--- config.mk ---
export PLATFORM = sky130hd
export DESIGN_NAME = perceptron_train_seq
export DESIGN_NICKNAME = d
export VERILOG_FILES = /design/src/rtl/perceptron_train_seq.sv
export SDC_FILE = /design/constraint.sdc
export NUM_CORES = 1
export LEC_CHECK = 0
export BUFFER_PORTS_ARGS = -buffer_cell sky130_fd_sc_hd__buf_2
export CELL_PAD_IN_SITES_DETAIL_PLACEMENT = 0
export CELL_PAD_IN_SITES_GLOBAL_PLACEMENT = 2
export CORE_UTILIZATION = 28
export CTS_BUF_LIST = sky130_fd_sc_hd__clkbuf_4 sky130_fd_sc_hd__clkbuf_8
export DETAILED_ROUTE_END_ITERATION = 6
export PLACE_DENSITY = 0.64
export SYNTH_ARGS = -nofsm -noshare
export SYNTH_HDL_FRONTEND = slang
export SYNTH_SLANG_ARGS = --single-unit
--- constraint.sdc ---
create_clock -name clk -period 2.4 [get_ports clk]
set_input_delay 0.36 -clock clk [delete_from_list [all_inputs] [get_ports clk]]
set_output_delay 0.36 -clock clk [all_outputs]
set_load 0.01 [all_outputs]
--- src/rtl/perceptron_train_seq.sv ---
// perceptron_train_seq: buffers labelled samples and drives epoch-based training of a perceptron
// Ports: clk/reset (async active-low); clear, load_valid/load_data/load_ready fill the buffer;
// start/threshold_in begin a run; p_in/p_threshold/p_exp_res drive the perceptron, p_result returns;
// busy/done/converged/epoch_count/err_count/sample_count report status.
module perceptron_train_seq #(
  parameter int DEPTH      = 16,
  parameter int ADDR_W     = 4,
  parameter int MAX_EPOCHS = 32,
  parameter int EP_W       = 6,
  parameter int SETTLE     = 2
) (
  input  logic              clk,
  input  logic              reset,
  input  logic              clear,
  input  logic              load_valid,
  input  logic [7:0]        load_data,
  output logic              load_ready,
  input  logic              start,
  input  logic [7:0]        threshold_in,
  output logic [6:0]        p_in,
  output logic [7:0]        p_threshold,
  output logic              p_exp_res,
  input  logic [1:0]        p_result,
  output logic              busy,
  output logic              done,
  output logic              converged,
  output logic [EP_W-1:0]   epoch_count,
  output logic [ADDR_W:0]   err_count,
  output logic [ADDR_W:0]   sample_count
);
  localparam int WW = $clog2(SETTLE + 1);
  typedef enum logic [2:0] {IDLE, PRESENT, WAIT, CHECK, EPOCH_END} state_t;
  state_t state_q, state_d;
  logic [7:0] mem_q [DEPTH];
  logic [ADDR_W:0] sample_count_q, sample_count_d, cur_err_q, cur_err_d, err_count_q, err_count_d;
  logic [ADDR_W-1:0] idx_q, idx_d;
  logic [WW-1:0] wait_q, wait_d;
  logic [EP_W-1:0] epoch_count_q, epoch_count_d;
  logic [6:0] p_in_q, p_in_d;
  logic [7:0] p_threshold_q, p_threshold_d;
  logic p_exp_res_q, p_exp_res_d, converged_q, converged_d, done_q, done_d;
  logic load_acc, err, last;
  assign load_ready   = state_q == IDLE && sample_count_q < (ADDR_W+1)'(DEPTH);
  assign load_acc     = load_valid && load_ready && !clear;
  // 2'b00 and 2'b10 never match either legal encoding, so they always grade as errors
  assign err          = p_result != (p_exp_res_q ? 2'b01 : 2'b11);
  assign last         = (ADDR_W+1)'(idx_q) + 1'b1 == sample_count_q;
  assign busy         = state_q != IDLE;
  assign done         = done_q;
  assign converged    = converged_q;
  assign epoch_count  = epoch_count_q;
  assign err_count    = err_count_q;
  assign sample_count = sample_count_q;
  assign p_in         = p_in_q;
  assign p_exp_res    = p_exp_res_q;
  assign p_threshold  = p_threshold_q;
  always_comb begin
    state_d        = state_q;
    sample_count_d = sample_count_q;
    cur_err_d      = cur_err_q;
    err_count_d    = err_count_q;
    idx_d          = idx_q;
    wait_d         = wait_q;
    epoch_count_d  = epoch_count_q;
    p_in_d         = p_in_q;
    p_exp_res_d    = p_exp_res_q;
    p_threshold_d  = p_threshold_q;
    converged_d    = converged_q;
    done_d         = 1'b0;
    case (state_q)
      IDLE: begin
        if (clear) sample_count_d = '0;
        else if (load_acc) sample_count_d = sample_count_q + 1'b1;
        else if (start && sample_count_q != '0) begin
          p_threshold_d = threshold_in;
          epoch_count_d = '0;
          converged_d   = 1'b0;
          idx_d         = '0;
          cur_err_d     = '0;
          state_d       = PRESENT;
        end
      end
      PRESENT: begin
        p_in_d      = mem_q[idx_q][6:0];
        p_exp_res_d = mem_q[idx_q][7];
        wait_d      = WW'(SETTLE - 1);
        state_d     = WAIT;
      end
      WAIT: begin
        if (wait_q == '0) state_d = CHECK;
        else wait_d = wait_q - 1'b1;
      end
      CHECK: begin
        cur_err_d = (err && cur_err_q != (ADDR_W+1)'(DEPTH)) ? cur_err_q + 1'b1 : cur_err_q;
        if (last) state_d = EPOCH_END;
        else begin
          idx_d   = idx_q + 1'b1;
          state_d = PRESENT;
        end
      end
      EPOCH_END: begin
        err_count_d   = cur_err_q;
        epoch_count_d = epoch_count_q + 1'b1;
        if (cur_err_q == '0 || epoch_count_q + 1'b1 == EP_W'(MAX_EPOCHS)) begin
          converged_d = cur_err_q == '0;
          done_d      = 1'b1;
          p_in_d      = '0;
          p_exp_res_d = 1'b0;
          state_d     = IDLE;
        end else begin
          cur_err_d = '0;
          idx_d     = '0;
          state_d   = PRESENT;
        end
      end
      default: state_d = IDLE;
    endcase
  end
  always_ff @(posedge clk or negedge reset) begin
    if (!reset) begin
      state_q        <= IDLE;
      sample_count_q <= '0;
      cur_err_q      <= '0;
      err_count_q    <= '0;
      idx_q          <= '0;
      wait_q         <= '0;
      epoch_count_q  <= '0;
      p_in_q         <= '0;
      p_exp_res_q    <= 1'b0;
      p_threshold_q  <= '0;
      converged_q    <= 1'b0;
      done_q         <= 1'b0;
    end else begin
      state_q        <= state_d;
      sample_count_q <= sample_count_d;
      cur_err_q      <= cur_err_d;
      err_count_q    <= err_count_d;
      idx_q          <= idx_d;
      wait_q         <= wait_d;
      epoch_count_q  <= epoch_count_d;
      p_in_q         <= p_in_d;
      p_exp_res_q    <= p_exp_res_d;
      p_threshold_q  <= p_threshold_d;
      converged_q    <= converged_d;
      done_q         <= done_d;
    end
  end
  // sample storage carries no reset; contents are undefined until loaded
  always_ff @(posedge clk) begin
    if (load_acc) mem_q[sample_count_q[ADDR_W-1:0]] <= load_data;
  end
endmodule

==> run summary, run 1 <==
The flow ran to the end, and the final reports show no timing, DRC or antenna violations. The met2 layer usage reported by global route is 0.196. At the pin with the least slew margin, the transition time is roughly 0.7 ns. The share of flip-flops with an asynchronous set or reset after synthesis is 0.273.

Of the total power, the share spent switching nets is 0.337. TritonCTS built the clock tree. The tightest hold path in the finished design has a slack of approximately 0.14 ns.

Of the cells placed in the final design, the portion with a size suffix greater than 1 is 0.312. Walking the worst path, the cells encountered are buf_12, mux4_1, mux4_2, nand2_1, o21ai_1. The critical path is of the reg2reg type. The area of the core is approximately 26000 µm². The largest fanout of any net on the critical path is 21. The number of buffers between clock root and the deepest sink is 2. For met3 alone, demand over resource in global routing was 0.0294. The number of standard cells after synthesis came out at between 400 and 500. The estimated wirelength of the detail-placed design is 11.2 mm. The average instance in the mapped netlist occupies between 15 and 20 µm². Clock latency on the worst-skew pair, taken at its later pin, is 0.45 ns.

The power share of the sequential group is 0.438. In this run the horizontal extent of the chip is ~160 µm. The count of antenna diodes in the layout is 0. The number of antenna violations at the first check in global routing came out at 0.

After synthesis, the netlist uses 50 different library cells. The post-synthesis cell area came out at around 7400 µm². Global routing finished with a remaining overflow of 0.

The part of the Yosys area used for sequential elements came out at 0.681. Summing over every cut layer, the via total after detailed routing is 4067. The upper clock frequency limit is around 0.45 GHz. The global placer's final weighted congestion came out at 0.766. The row count came out at 59.

The max-slew violation count was 0. The met1 capacity usage during global routing is 0.177. Before CTS, the worst setup slack after placement is roughly 0.16 ns.

The first-iteration detailed-routing DRC count is about 200. Relative to the synthesized area, the layout overhead comes to 17.7%. The final worst setup slack came out at approximately 0.18 ns. Data on the critical path is required at its endpoint by between 2 and 3 ns. The flop and latch count out of synthesis came out at about 180. The worst hold path terminates at p_threshold[0]$_DFFE_PN0P_. The highest-delay cell along the critical path is sky130_fd_sc_hd__mux4_1.

Of the total power, combinational logic draws 0.332. In this run the critical register-to-register path is captured at p_in[4]$_DFFE_PN0P_. The number of input and output port buffers inserted came out at 58. The number of sinks handled by clock tree synthesis came out at approximately 180. The worst slew margin relative to its limit came out at 0.519.

The cell sitting at the root of the clock tree is a sky130_fd_sc_hd__clkbuf_8. In the final routed layout, each cell accounts on average for around 18 µm. The launch instance of the worst register-to-register path is idx_q[0]$_DFFE_PN0P_.

The remaining antenna violation count is 0. The tightest min-delay check is of the in2reg type. At the worst endpoint, the arrival time is around 2.6 ns. In the global route stage, overall resource usage came out at 0.126. The worst setup path is launched from a register.

The ratio of final minimum period to clock period is 0.924. Dividing total power by cell area gives a power density of about 1000 nW/µm². The number of global-route vias before repair came out at 4206. During I/O placement, the number of pins put on the boundary was a little under 60. Setup repair after global routing left no endpoint under its margin. Counting flops with a built-in enable in the synthesized netlist gives 128. The TritonCTS buffer count came out at 17. The wire length of the first global-routing pass came out at between 20 and 30 mm. The max-capacitance violation count came out at 0. In this run the most critical hold path is launched from threshold_in[0]. The static power due to leakage came out at about 3.3 nW. The first detailed-routing pass ran for 4 iterations. The number of cells on the worst reg-to-reg path came out at 5. The design internal power came out at just under 6 mW. The maximum number of pins on one net before global-route repair came out at 36. Summed over all nets, the switching power comes to 3.02 mW. The number of nets in the layout came out at 571. Across the routed clock network, the largest skew measured is approximately 0.02 ns. The wire length reported by the detailed router came out at 16.0 mm. Yosys printed 0 warnings. The buffers inserted during post-CTS setup optimization came out at 0. met2 is the most crowded layer. The die covers around 27000 µm². The most used flip-flop cell after synthesis is sky130_fd_sc_hd__edfxtp_1. The per-cell via count in the routed design came out at around 4.6. The initial core utilization came out at 0.285. The number of endpoints with negative hold slack in the final report came out at 0. The H-tree depth is 4. The maximum vdd ir drop is 0.374 mV.

Setup violations remaining at the end of the flow were counted as 0. The vertical extent of the die came out at roughly 160 µm. The sort of element at the end of the critical path is a register. The worst reg-to-reg setup slack is around 0.18 ns.

The cell depth of the worst min-delay path is 2. The clock-pin slew of the registers on the worst-case setup and hold paths came out at 0.10 ns. The clock period minus worst slack came out at around 2.2 ns.

The maximum single-stage delay on the critical path came out at approximately 0.64 ns. The synthesized netlist net count came out at 474. The total DRC errors in the routed layout came out at 0. Of the total power, the clock network draws 0.229.
layout by cell type, fill, tap and decap left out, drive strengths merged, types with 2 or more instances in the layout:
master and n:
edfxtp 128, buf 97, dfrtp 48, mux4 40, nand2 38, o21ai 27
nor2 24, clkbuf 17, inv 17, mux2 14, a21oi 10, nor3 10
ha 9, clkinv 6, nand2b 5, and3 5, xnor2 4, a22o 4
nand3 4, nor4b 3, and2 3, nand4 3, xor2 3, a31oi 3
nor3b 3, nand3b 2, o21a 2, and4 2, mux2i 2, o31ai 2
layout make-up:
class,count,area (µm²)
well taps,335,419
repair buffers,98,606
clock buffers,17,234
fillers,2509,17300
flip-flops and latches,176,5050
inverters,11,41.3
clock inverters,14,170
multi-input cells,235,2210
cells by family (layout without fill, tap and decap cells):
kind of cell               count (synthesis)  in the layout  synth area share
DFF                                      176            176             0.681
and+or+nand+nor                          106            106            0.0706
AOI/OAI and AO/OA                         57             57            0.0475
muxes                                     56             56             0.154
buffers and inverters                     31            140            0.0233
adders and majority gates                  9              9            0.0152
xor gates and xnor gates                   7              7           0.00828
power by group through the flow:
| stage | Sequential, mW | Clock (mW) | Combinational, mW |
|---|---|---|---|
| floorplan | 4.00 | 0 | 2.03 |
| global placement | 4.00 | 0 | 3.01 |
| detailed placement | 4.01 | 0 | 3.03 |
| CTS | 3.94 | 2.12 | 3.05 |
| global route | 4.00 | 2.24 | 3.29 |
| finish | 3.94 | 2.06 | 2.99 |
cell usage after synthesis (2+ instances only):
cell | n | share of area
sky130_fd_sc_hd__o21ai_1 | 9 | 0.0061
sky130_fd_sc_hd__nand2_1 | 38 | 0.019
sky130_fd_sc_hd__mux2i_1 | 2 | 0.0027
sky130_fd_sc_hd__nand2b_1 | 5 | 0.0042
sky130_fd_sc_hd__buf_2 | 4 | 0.0027
sky130_fd_sc_hd__nor3_1 | 10 | 0.0068
sky130_fd_sc_hd__dfrtp_1 | 48 | 0.16
sky130_fd_sc_hd__nor2_1 | 24 | 0.012
sky130_fd_sc_hd__inv_1 | 11 | 0.0056
sky130_fd_sc_hd__clkbuf_1 | 7 | 0.0035
sky130_fd_sc_hd__buf_1 | 4 | 0.0020
sky130_fd_sc_hd__mux2_2 | 14 | 0.021
sky130_fd_sc_hd__mux4_2 | 23 | 0.070
sky130_fd_sc_hd__o21ai_0 | 18 | 0.012
sky130_fd_sc_hd__xor2_1 | 3 | 0.0035
sky130_fd_sc_hd__buf_12 | 2 | 0.0054
sky130_fd_sc_hd__mux4_1 | 17 | 0.060
sky130_fd_sc_hd__and4_1 | 2 | 0.0024
sky130_fd_sc_hd__a22o_1 | 4 | 0.0047
sky130_fd_sc_hd__o31ai_1 | 2 | 0.0020
sky130_fd_sc_hd__nor3b_1 | 2 | 0.0020
sky130_fd_sc_hd__a31oi_1 | 3 | 0.0025
sky130_fd_sc_hd__o21a_1 | 2 | 0.0020
sky130_fd_sc_hd__and3_1 | 5 | 0.0042
sky130_fd_sc_hd__nand4_1 | 3 | 0.0025
sky130_fd_sc_hd__edfxtp_1 | 128 | 0.52
sky130_fd_sc_hd__nand3_1 | 3 | 0.0020
sky130_fd_sc_hd__xnor2_1 | 4 | 0.0047
sky130_fd_sc_hd__a21oi_1 | 10 | 0.0068
sky130_fd_sc_hd__nand3b_1 | 2 | 0.0020
sky130_fd_sc_hd__ha_1 | 9 | 0.015
sky130_fd_sc_hd__buf_6 | 2 | 0.0030
sky130_fd_sc_hd__and2_1 | 3 | 0.0025
sky130_fd_sc_hd__nor4b_1 | 3 | 0.0035
how the worst max path moves through the flow:
stage	from	endpoint	slack [ns]	cells after the start
after CTS	idx_q[0]$_DFFE_PN0P_	p_in[4]$_DFFE_PN0P_	0.16	5
after detailed placement	idx_q[0]$_DFFE_PN0P_	p_in[4]$_DFFE_PN0P_	0.16	5
after global routing	state_q[0]$_DFFE_PN0P_	mem_q[8][6]$_DFFE_PP_	0.05	6
after global placement	idx_q[0]$_DFFE_PN0P_	p_in[4]$_DFFE_PN0P_	0.18	5
after floorplan	state_q[1]$_DFFE_PN0P_	mem_q[1][0]$_DFFE_PP_	-0.09	6
final	idx_q[0]$_DFFE_PN0P_	p_in[4]$_DFFE_PN0P_	0.18	5
state kept, by name (all words and copies together) (netlist names), 3 cells and up:
name,flops
mem_q,128
p_threshold,8
p_in,7
epoch_count,6
cur_err_q,5
err_count,5
sample_count,5
idx_q,4
state_q,3
through the flow:
stage,power [mW],util,cells,instance area [µm²],TNS (ns)
2_1_floorplan,6.04,-,442,7420,-1.43
3_3_place_gp,7.01,0.320,854,8310,0
3_5_place_dp,7.04,0.320,854,8310,0
4_1_cts,9.12,0.336,886,8720,0
5_1_grt,9.52,0.336,886,8720,0
6_report,8.98,0.336,886,8720,0
metal layers:
metal	wire length, µm	vias to the layer above
met5	0	-
li1	-	1919
met1	7860	2047
met3	627	6
met2	7470	95
met4	93	0
critical path, delay by kind of cell (launching register included):
family,cells,cell delay [ns]
AOI/OAI and AO/OA,1,0.06
DFF,1,0.56
buffers and inverters,1,0.25
and+or+nand+nor,1,0.09
muxes,2,1.15
what timing repair did:
item / in CTS / in global routing
gates resized for setup: 0 / 0
hold buffers: 1 / 0
hold endpoints to repair: 28 / 0
No activity file was read; power rests on OpenSTA's default activity.
==> run 2, diff against run 1 <==
--- a/config.mk
+++ b/config.mk
@@ -8,10 +8,10 @@
 export BUFFER_PORTS_ARGS = -buffer_cell sky130_fd_sc_hd__buf_2
 export CELL_PAD_IN_SITES_DETAIL_PLACEMENT = 0
 export CELL_PAD_IN_SITES_GLOBAL_PLACEMENT = 2
-export CORE_UTILIZATION = 28
+export CORE_UTILIZATION = 42
 export CTS_BUF_LIST = sky130_fd_sc_hd__clkbuf_4 sky130_fd_sc_hd__clkbuf_8
 export DETAILED_ROUTE_END_ITERATION = 6
-export PLACE_DENSITY = 0.64
+export PLACE_DENSITY = 0.86
 export SYNTH_ARGS = -nofsm -noshare
 export SYNTH_HDL_FRONTEND = slang
 export SYNTH_SLANG_ARGS = --single-unit
==> run summary, run 2 (same netlist as run 1, synthesis figures left out) <==
Across every metal layer, demand over resource in global routing totals 0.181. Setup repair after global routing left no endpoint under its margin. The CTS tree is yes.

The remaining antenna violation count is 0. The pre-antenna-repair detailed-routing pass consisted of 5 iterations. Counting tap cells, the placed design contains a total of 745 instances.

The maximum single-stage delay on the critical path is around 0.5 ns. The count of antenna diodes in the layout is 0. The total DRC errors in the routed layout is 0.

In the layout the commonest cells are sky130_fd_sc_hd__edfxtp_1, sky130_fd_sc_hd__buf_2, sky130_fd_sc_hd__dfrtp_1. The transition at the pin with the smallest max-transition slack is roughly 0.70 ns. From synthesis to final layout, the design area changed by 15.9%. The static power due to leakage is ~3.3 nW. The ratio of final minimum period to clock period came out at 0.919. The number of fill cells in the layout came out at around 1.4k.

The share of post-route cells with drive strength above 1 came out at 0.313. Clock-pin slew was measured on the worst setup and hold paths at 0.09 ns. The number of antenna violations at the first check in global routing is 0.

The final hold slack came out at 0.124 ns. The leftover overflow at the end of global routing came out at 0. The area taken by flip-flops and latches came out at a little over 5000 µm². The worst min-delay path category is in2reg. The most common cell after layout, fill and taps aside is sky130_fd_sc_hd__edfxtp_1. The wire length reported by the detailed router came out at 15.5 mm. The routed via count came out at between 4k and 5k. The critical path in this run is classified as reg2reg.

The row count is 48. The number of flip-flops in the largest register is about 130. The number of global-route vias before repair is between 4k and 5k. The count of final setup violators is 0.

The area of the core came out at between 15000 and 20000 µm². Entering global routing, the biggest net connects 36 pins. The global placer's final weighted congestion came out at between 0.7 and 0.8. The detail-routed net length per standard cell came out at roughly 20 µm. For the finished layout, the period the worst path requires is 2.21 ns. The final worst setup slack is a little under 0.2 ns. The area of the multi-input gates came out at around 2200 µm².

Between clock sinks in the finished design, the worst skew comes to roughly 0.011 ns. The first-iteration detailed-routing DRC count is approximately 360. The utilization after layout came out at 0.498. The number of input and output port buffers inserted came out at 58. The per-cell via count in the routed design came out at 5.44. Traced cell by cell, the critical path runs through nor3_1, inv_1, nor3b_4, nand2_1, nor3_1, buf_4.

The number of endpoints with negative hold slack in the final report was 0. Among the stages of the critical path, the cell type that occurs most often is sky130_fd_sc_hd__nor3_1. The highest-delay cell along the critical path is sky130_fd_sc_hd__dfrtp_1. After the last flow step, the layout net total stands at between 500 and 600. The areal power density over the cells came out at between 1000 and 1500 nW/µm². During I/O placement, the number of pins put on the boundary was 59. The max-slew violation count is 0. At the worst endpoint, the required time is 2.57 ns. The run finished with clean final reports. The initial utilization of the core area, before any placement, comes to 0.430. The worst setup path is captured at a register. Clock tree synthesis selected as its root buffer the cell sky130_fd_sc_hd__clkbuf_8.

The maximum vdd ir drop is between 0.4 and 0.5 mV. The placed cell area came out at just over 8000 µm². The floorplan step defined a die boundary enclosing between 15000 and 20000 µm². The max-capacitance violation count came out at 0.

The worst slack at placement came out at approximately 0.14 ns. The upper clock frequency limit came out at 0.453 GHz. No sink is reached through more buffers than the 2 on the longest clock path. After clock tree synthesis, the setup repair step added 0 buffers.

Buffers inserted during clock tree synthesis total 17. The final instance count without filler cells is 778. The arrival time at the worst endpoint is 2.38 ns. The first global-routing pass estimated ~24 mm of wire. In this run the worst path has a maximum fanout of 10. The clock drives about 180 sinks.

The clock latency at the later pin of the worst-skew pair is 0.47 ns. The H-tree depth came out at 4. The floorplan step set the die width to between 100 and 150 µm. The vertical extent of the die is 135 µm. The worst slew margin relative to its limit came out at 0.532. The estimated wirelength of the detail-placed design is 10.5 mm.

Summing all non-filler instances in the final layout gives an area of approximately 8600 µm². The worst setup path is launched from a register.
## run 2: changes by cell type in the layout (fill, tap and decap cells not counted), sizes merged
cell | previous run | this run
clkinv | 6 | 2
clkinvlp | 1 | 3
inv | 17 | 19
buf | 97 | 98
clkbuf | 17 | 18
## run 2: repair_timing
| action | CTS | global route |
|---|---|---|
| endpoints found under the hold margin | 24 | 0 |
| hold buffers | 1 | 0 |
| endpoints found under the setup margin | 0 | 101 |
| gates resized for setup | 0 | 1 |
## run 2: critical path, delay by kind of cell, from the launching register on
kind	cells	cell delay, ns
flip-flops	1	0.50
AND/OR/NAND/NOR	4	1.06
buffers and inverters	2	0.35
## run 2: final cells by class
| cell class | instances | share of cell area |
|---|---|---|
| sequential | 176 | 0.588 |
| multi-input combinational | 235 | 0.257 |
| timing repair buffer | 99 | 0.0728 |
| tap | 225 | 0.0328 |
| clock buffer | 18 | 0.0281 |
| clock inverter | 14 | 0.0169 |
| inverter | 11 | 0.00481 |
## run 2: metrics by stage
stage          setup TNS (ns)  power, mW
5_1_grt                     0       9.42
3_5_place_dp                0       7.04
3_3_place_gp                0       6.96
4_1_cts                     0       9.02
6_report                    0       8.95
2_1_floorplan           -1.43       6.04
## run 2: where the power goes
group	leakage, nW	total, mW	switching (mW)	internal, mW
Clock	0.189	1.99	1.13	0.868
Sequential	1.77	3.97	0.352	3.62
Combinational	1.31	2.99	1.51	1.48
## run 2: worst paths after layout
kind                                     startpoint  depth (start not counted)  slack (ns)                    endpoint
hold reg to reg            err_count[1]$_DFFE_PN0P_                          2        0.48    err_count[1]$_DFFE_PN0P_
setup / recovery             state_q[0]$_DFFE_PN0P_                          6        0.19       mem_q[1][5]$_DFFE_PP_
setup reg to reg             state_q[0]$_DFFE_PN0P_                          6        0.19       mem_q[1][5]$_DFFE_PP_
max in group asynchronous                     reset                          3        1.27      state_q[1]$_DFFE_PN0P_
min in group asynchronous                     reset                          2        0.47         p_in[6]$_DFFE_PN0P_
hold / removal                      threshold_in[0]                          2        0.12  p_threshold[0]$_DFFE_PN0P_
## run 2: routing by layer
layer	vias to the layer above	share of wire	global-route usage
li1	1938	-	-
met3	22	0.060	0.0402
met2	136	0.48	0.280
met1	2134	0.44	0.253
met5	-	0	0
met4	0	0.018	0.0668
